## config.mk

```make
export PLATFORM = sky130hd
export DESIGN_NAME = sparse_stream_profiler
export DESIGN_NICKNAME = d
export VERILOG_FILES = /design/src/rtl/sparse_stream_profiler.sv
export SDC_FILE = /design/constraint.sdc
export NUM_CORES = 1
export LEC_CHECK = 0
export ABC_AREA = 1
export CAP_MARGIN = 5
export CORE_MARGIN = 2
export CORE_UTILIZATION = 55
export CTS_BUF_LIST = sky130_fd_sc_hd__clkbuf_4
export CTS_CLUSTER_DIAMETER = 50
export DETAILED_ROUTE_END_ITERATION = 10
export GPL_TIMING_DRIVEN = 0
export PLACE_DENSITY = 0.8
export SYNTH_ARGS = -nofsm -noshare
export SYNTH_HDL_FRONTEND = slang
export SYNTH_SLANG_ARGS = --single-unit
export TNS_END_PERCENT = 30
```

## constraint.sdc

```tcl
create_clock -name clk -period 8 [get_ports clk]
set_input_delay 0.8 -clock clk [delete_from_list [all_inputs] [get_ports clk]]
set_output_delay 0.8 -clock clk [all_outputs]
set_load 0.03 [all_outputs]
```

## src/rtl/sparse_stream_profiler.sv

```systemverilog
// sparse_stream_profiler
//   Passive cycle profiler for one sparse-unit tile. It only observes the
//   write stream, the read-side input stream and NUM_OUT output streams,
//   and measures how many cycles the write phase and the read phase take.
//   Results stay frozen in DONE until flush or rst.
//
// Ports
//   clk, rst          clock (rising edge), asynchronous active-high reset
//   clk_en            0 freezes every register
//   flush             synchronous clear to IDLE, gated by clk_en
//   cfg_wait_gap      minimum GAP length before READ may start
//   cfg_out_mask      output channels that must see a done token to end READ
//   wr_*              snooped write stream (token, valid, ready)
//   rd_in_valid       snooped read-side input valid
//   out_*             snooped output streams, channel i at [i*DATA_W +: DATA_W]
//   write_cycles      write-phase cycle count (saturating)
//   read_cycles       read-phase cycle count (saturating)
//   chan_done         per-channel sticky done-token flags
//   state             current phase, encoded as below
//   profile_done      high while in DONE
//
// state | meaning
// ------+----------------------------------------------------------------
// IDLE  | waiting for the first write valid
// WRITE | counting write cycles until the done token is accepted
// GAP   | waiting cfg_wait_gap cycles and for any read-side activity
// READ  | counting read cycles until every enabled channel saw done
// DONE  | results held until flush or rst
module sparse_stream_profiler #(
    parameter int                DATA_W     = 17,
    parameter int                NUM_OUT    = 2,
    parameter int                CNT_W      = 64,
    parameter int                GAP_W      = 16,
    parameter logic [DATA_W-1:0] DONE_TOKEN = 17'h10100
) (
    input  logic                      clk,
    input  logic                      rst,
    input  logic                      clk_en,
    input  logic                      flush,
    input  logic [GAP_W-1:0]          cfg_wait_gap,
    input  logic [NUM_OUT-1:0]        cfg_out_mask,
    input  logic [DATA_W-1:0]         wr_data,
    input  logic                      wr_valid,
    input  logic                      wr_ready,
    input  logic                      rd_in_valid,
    input  logic [NUM_OUT*DATA_W-1:0] out_data,
    input  logic [NUM_OUT-1:0]        out_valid,
    input  logic [NUM_OUT-1:0]        out_ready,
    output logic [CNT_W-1:0]          write_cycles,
    output logic [CNT_W-1:0]          read_cycles,
    output logic [NUM_OUT-1:0]        chan_done,
    output logic [2:0]                state,
    output logic                      profile_done
);

    typedef enum logic [2:0] {
        S_IDLE  = 3'd0,
        S_WRITE = 3'd1,
        S_GAP   = 3'd2,
        S_READ  = 3'd3,
        S_DONE  = 3'd4
    } state_t;

    state_t             state_q;
    logic [CNT_W-1:0]   write_cycles_q;
    logic [CNT_W-1:0]   read_cycles_q;
    logic [CNT_W-1:0]   write_cycles_d;
    logic [CNT_W-1:0]   read_cycles_d;
    logic [NUM_OUT-1:0] chan_done_q;
    logic [GAP_W-1:0]   gap_cnt_q;
    logic               rd_seen_q;

    logic               wr_done;
    logic [NUM_OUT-1:0] out_done;
    logic               all_done;

    assign wr_done = wr_valid & wr_ready & (wr_data == DONE_TOKEN);

    always_comb begin
        out_done = '0;
        for (int i = 0; i < NUM_OUT; i++) begin
            out_done[i] = out_valid[i] & out_ready[i]
                          & (out_data[i*DATA_W +: DATA_W] == DONE_TOKEN);
        end
    end

    // Registered flags only, so a done handshake is counted in its own cycle
    // and READ exits on the following edge. Masked-off channels count as done.
    assign all_done = &(chan_done_q | ~cfg_out_mask);

    // Saturating increments: hold at all-ones instead of wrapping.
    assign write_cycles_d = (write_cycles_q == '1) ? write_cycles_q
                                                   : write_cycles_q + CNT_W'(1);
    assign read_cycles_d  = (read_cycles_q == '1)  ? read_cycles_q
                                                   : read_cycles_q + CNT_W'(1);

    always_ff @(posedge clk or posedge rst) begin
        if (rst) begin
            state_q        <= S_IDLE;
            write_cycles_q <= '0;
            read_cycles_q  <= '0;
            chan_done_q    <= '0;
            gap_cnt_q      <= '0;
            rd_seen_q      <= 1'b0;
        end else if (clk_en) begin
            if (flush) begin
                state_q        <= S_IDLE;
                write_cycles_q <= '0;
                read_cycles_q  <= '0;
                chan_done_q    <= '0;
                gap_cnt_q      <= '0;
                rd_seen_q      <= 1'b0;
            end else begin
                if (rd_in_valid) begin
                    rd_seen_q <= 1'b1;
                end
                case (state_q)
                    S_IDLE: begin
                        if (wr_valid) begin
                            state_q        <= S_WRITE;
                            write_cycles_q <= write_cycles_d;
                        end
                    end
                    S_WRITE: begin
                        write_cycles_q <= write_cycles_d;
                        chan_done_q    <= chan_done_q | out_done;
                        if (wr_done) begin
                            state_q   <= S_GAP;
                            gap_cnt_q <= cfg_wait_gap;
                        end
                    end
                    S_GAP: begin
                        chan_done_q <= chan_done_q | out_done;
                        if (gap_cnt_q != '0) begin
                            gap_cnt_q <= gap_cnt_q - GAP_W'(1);
                        end else if (rd_seen_q) begin
                            state_q <= S_READ;
                        end
                    end
                    S_READ: begin
                        chan_done_q <= chan_done_q | out_done;
                        if (all_done) begin
                            state_q <= S_DONE;
                        end else begin
                            read_cycles_q <= read_cycles_d;
                        end
                    end
                    S_DONE: begin
                        state_q <= S_DONE;
                    end
                    default: begin
                        state_q <= S_IDLE;
                    end
                endcase
            end
        end
    end

    assign write_cycles = write_cycles_q;
    assign read_cycles  = read_cycles_q;
    assign chan_done    = chan_done_q;
    assign state        = state_q;
    assign profile_done = (state_q == S_DONE);

endmodule
```

* Word-level counts from Yosys, hierarchy flattened
Cells that the tools add are included.
Cells by class: bitwise operators 9, mux-type cells 23, $add $sub $neg 3, reduce and logical (&&, ||, !) cells 15, equal/unequal tests 17
Operators by type and width (number):
- 64-bit 2-to-1 mux | 7
- 64-bit by 1-bit adder with 64-bit output, second input constant | 2
- 64-bit equality test, second input constant | 2
- 64-bit case mux with 2 select lines | 1
- 17-bit equality test, second input constant | 3
- 16-bit 2-to-1 mux | 3
- 16-bit case mux with 2 select lines | 1
- 3-bit 2-to-1 mux | 6
- 3-bit != test, second input constant | 6
- 16-bit nonzero test | 1
- 16-bit by 1-bit subtractor with 16-bit output, second input constant | 1
- 3-bit case mux with 5 select lines | 1
- 4-bit AND reduction | 2
- 1-bit bitwise AND | 6
- 3-bit by 2-bit equality test with 1-bit output, second input constant | 2
- 2-bit AND reduction | 3
- 6-bit AND reduction | 1
- 2-bit nonzero test | 3
- 3-bit nonzero test | 2
- 2-bit 2-to-1 mux | 2
- 2-bit != test, second input constant | 2
- 2-bit OR | 2
- 3-bit by 1-bit equality test with 1-bit output, second input constant | 1
- 3-bit equality test, second input constant | 1
- other kinds (5) | 6
Word-level totals: output and inout port bits 134, input port bits 80, register bits after elaboration 150

* Depth between registers and ports, before layout
depth after elaboration 6, mapped depth 14, gate-level depth less buffers 13

* Worst setup path after synthesis
Ideal clock, no wire load.
path kind register to register, start reg read_cycles_q[0], in the netlist read_cycles[0], end reg read_cycles_q[50], in the netlist read_cycles[50], library setup time 0.083 ns, data arrival time 2.151 ns, clock period less this slack 2.233 ns, path buffers 3, stages on the path, launching flop included 15, slack 5.767 ns, cells stage by stage dfrtp_1 ha_1 buf_2 nand2_4 nor2_8 nand2_2 nor2_4 nand2_1 nor2_1 nand2_1 nand3_4 buf_6 buf_6 nand2_1 o21ai_0
On the way: longest elaborated chain between the ends 5
Ends and longest elaborated chain:
- start: declaration | RTL line 66 | logic [CNT_W-1:0] read_cycles_q;
- start signal: assignment | RTL line 145 | read_cycles_q <= read_cycles_d;
- 64-bit by 1-bit adder with 64-bit output | RTL line 95 | : read_cycles_q + CNT_W'(1);
- 64-bit 2-to-1 mux | RTL line 94 | assign read_cycles_d = (read_cycles_q == '1) ? read_cycles_q
- 64-bit 2-to-1 mux | RTL line 142 | if (all_done) begin
- 64-bit 2-to-1 mux | RTL line 117 | case (state_q)
- 64-bit 2-to-1 mux | RTL line 106 | if (flush) begin
Parallel ways exist; a longest one is shown, timed or not. The select of a mux whose other input is x is not followed. A chain may end at the register's enable or synchronous reset.

* Final worst setup path
start reg state_q[2], in the netlist state[2], end out profile_done
On the way: longest elaborated chain between the ends 1
Ends and longest elaborated chain:
- start: declaration | RTL line 64 | state_t state_q;
- start signal: assignment | RTL line 99 | state_q <= S_IDLE;
- start signal: assignment | RTL line 107 | state_q <= S_IDLE;
- start signal: assignment | RTL line 120 | state_q <= S_WRITE;
- 3-bit equality test | RTL line 163 | assign profile_done = (state_q == S_DONE);
- end: declaration | RTL line 53 | output logic profile_done
No other way between the ends.

==> flow_summary.ini <==
[synth]
yosysWarnings = 0
syn-num-nets = 2000
synth_cell_types = 37
yosysTopAreaCellShare_pct = 32.6
synth.avg_cell_area_sq_um = 6.02
yosysMostFrequentCell = nand2_1
postSynth.asyncResetShare_pct = 100
synth_cells = 1916
syn-cell-area_sq_um = 11500
synthTopCellsByCount = nand2_1, nor2_1, inv_1
ys_seq_area_share_pct = 32.6
yosys.area.top_type = dfrtp_1
synth_ff_type = dfrtp_1
synth_area_leaders = dfrtp_1, nand2_1, nor2_1, nand3_1, inv_1
synth-seq-cells = 150
synth_edf_count = 0

[sta]
tns_ps = 0
clock_skew_ps = 29.8
setup_viol_count_final = 0
tightest_slew_ps = 968
max_freq_mhz = 325
slew_headroom_pct = 35.0
drv_slew = 0
hold_violations = 0
period_needed_ps = 3070
fin_crit_sh_pct = 38.4
rsz0062_at_grt = false

[power_and_ir_drop]
irDropWorstVdd_mv = 0.153
leakagePower_uw = 0.00608
power_density_nw_per_um2 = 153
p_total_uw = 2180

[clocking]
clkSinkCount = 150
htree_levels = 4
cts_tree = built
cts_hold_buf = 0
cts_buffer_depth = 2
post_cts_resized = 0
path_clk_slew_ps = 140
clock_latency_ps = 610
cts-root-buf = clkbuf_4
cts_buffers = 17
cts_setup_buffers = 0

[floorplan]
die_area_sq_um = 22100
core-area_sq_um = 20400
fp.dieW_um = 149
chipHeight_um = 149
rows = 52
io_pins = 214
start_util_pct = 56.4

[setup_path]
r2r_slack_ps = 5100
path_class = reg2out
max_stage_delay_ps = 750
cp-start-kind = register
crit_chain = inv_1 -> nor3_1 -> clkdlybuf4s50_1
rr_startpoint = read_cycles[0]$_DFFE_PP0P_
crit_buf_inv = 2
path_max_fanout = 6
cp_data_arrival_time_ps = 2270
cp_top_family = buffers and inverters
end_kind = output pin
r2r-end = read_cycles[53]$_DFFE_PP0P_
crit_slowest_cell = clkdlybuf4s50_1
cp.required_ps = 7200
r2r_cells = 14

[min_path]
min_to = rd_seen_q$_DFFE_PP0P_
min_path_type = reg2reg
min_from = rd_seen_q$_DFFE_PP0P_
worstHoldPathCells = 2

[placement]
gp_congestion = 1.06
dp.cells = 2398
post-dp-hpwl_um = 33000
io_buffer_count = 211

[finish]
seq_area_sq_um = 3750
area_growth_pct = 23.9
layout.cells.non_filler = 2431
nFillCells = 1887
final_nets = 2231
layout-drive-gt1-share_pct = 3.98
multiInputGateArea_sq_um = 6890

[route]
wl_um = 41900
vias = 13616
viasPerCell = 5.60
detail_route.wl_per_cell_um = 17.2
drt_iter0_drc = 1379
postRouteAntennaNets = 0
drc = 0
firstDrtPassIters = 6

[global_route]
grtUsageTotal_pct = 37.8
overflow = 0
grt_pass1_wl_um = 65300
grt_max_degree = 91
grt_pass1_vias = 12133
antenna_found_initial = 1

[outcome]
status = finished, final reports clean

[job]
cap_violations = 0
==> how the worst max path moves through the flow <==
stage	startpoint	to	cells past startpoint
finish	state[2]$_DFFE_PP0P_	profile_done	3
global placement	rst	write_cycles[62]$_DFFE_PP0P_	2
global route	state[2]$_DFFE_PP0P_	profile_done	3
CTS	state[2]$_DFFE_PP0P_	profile_done	3
detailed placement	wr_valid	write_cycles[14]$_DFFE_PP0P_	9
floorplan	rst	chan_done[0]$_DFFE_PP0P_	1
==> metal layers <==
layer  GRT usage, %  wire length [um]  share of wire, %  vias to the layer above
met2           59.3             18900                45                      743
li1               -                 -                 -                     6550
met4           12.1              1220               2.9                        0
met3           8.56              4390                10                      111
met1           52.1             17400                41                     6212
met5              0                 0                 0                        -
==> worst register-to-register path, delay by kind of cell, from the launching register on <==
family | cells | cell delay (ps)
compound gates | 1 | 90
buf+inv | 3 | 580
flops | 1 | 600
fa+ha+maj | 1 | 210
simple gates | 9 | 1340
==> cell families (layout without fill, tap and decap cells) <==
kind of cell | after synthesis | in the layout | synth area share [%]
compound gates | 131 | 131 | 6.24
xor+xnor | 45 | 45 | 3.42
fa+ha+maj | 4 | 4 | 0.434
buf+inv | 209 | 452 | 7.68
flops | 150 | 150 | 32.6
other cells | 0 | 2 | 0
simple gates | 1377 | 1377 | 49.7
==> final cells by class <==
class | instances | area share (%)
tap | 270 | 2.37
buffer | 49 | 1.99
clock inverter | 13 | 0.929
sequential | 150 | 26.3
inverter | 160 | 4.24
multi-input combinational | 1557 | 48.2
antenna | 2 | 0.0350
clock buffer | 18 | 0.946
timing repair buffer | 212 | 15.0
==> placed cells by master (no fill, tap or decap), types with 13 or more instances in the layout <==
master / n
clkbuf_4: 18
or2_2: 13
nand2_1: 748
inv_1: 155
nand3_1: 155
nor2_1: 348
nor3_1: 20
o21bai_1: 17
clkdlybuf4s50_1: 211
xor2_1: 35
clkbuf_1: 21
dfrtp_1: 150
o21ai_0: 69
o21ai_1: 26
nand4_1: 64
==> power breakdown <==
part / leakage, uW / switching (uW) / internal (uW)
Clock: 0.000142 / 307 / 185
Sequential: 0.00208 / 81.3 / 809
Combinational: 0.00386 / 526 / 272
==> stage by stage <==
step	hold WS (ps)	setup slack, ps	util (%)	instance area, sq um
6_report	552	4930	69.9	14300
5_1_grt	575	4840	69.9	14300
4_1_cts	552	4970	69.9	14300
3_5_place_dp	519	5100	68.6	14000
3_3_place_gp	504	862	68.4	14000
2_1_floorplan	465	3160	-	11500
==> registers in the layout (all words and copies together), names as in the netlist <==
| signal | cells |
|---|---|
| chan_done | 2 |
| gap_cnt_q | 16 |
| rd_seen_q | 1 |
| read_cycles | 64 |
| state | 3 |
| write_cycles | 64 |
Power figures use the tool's default switching activity.
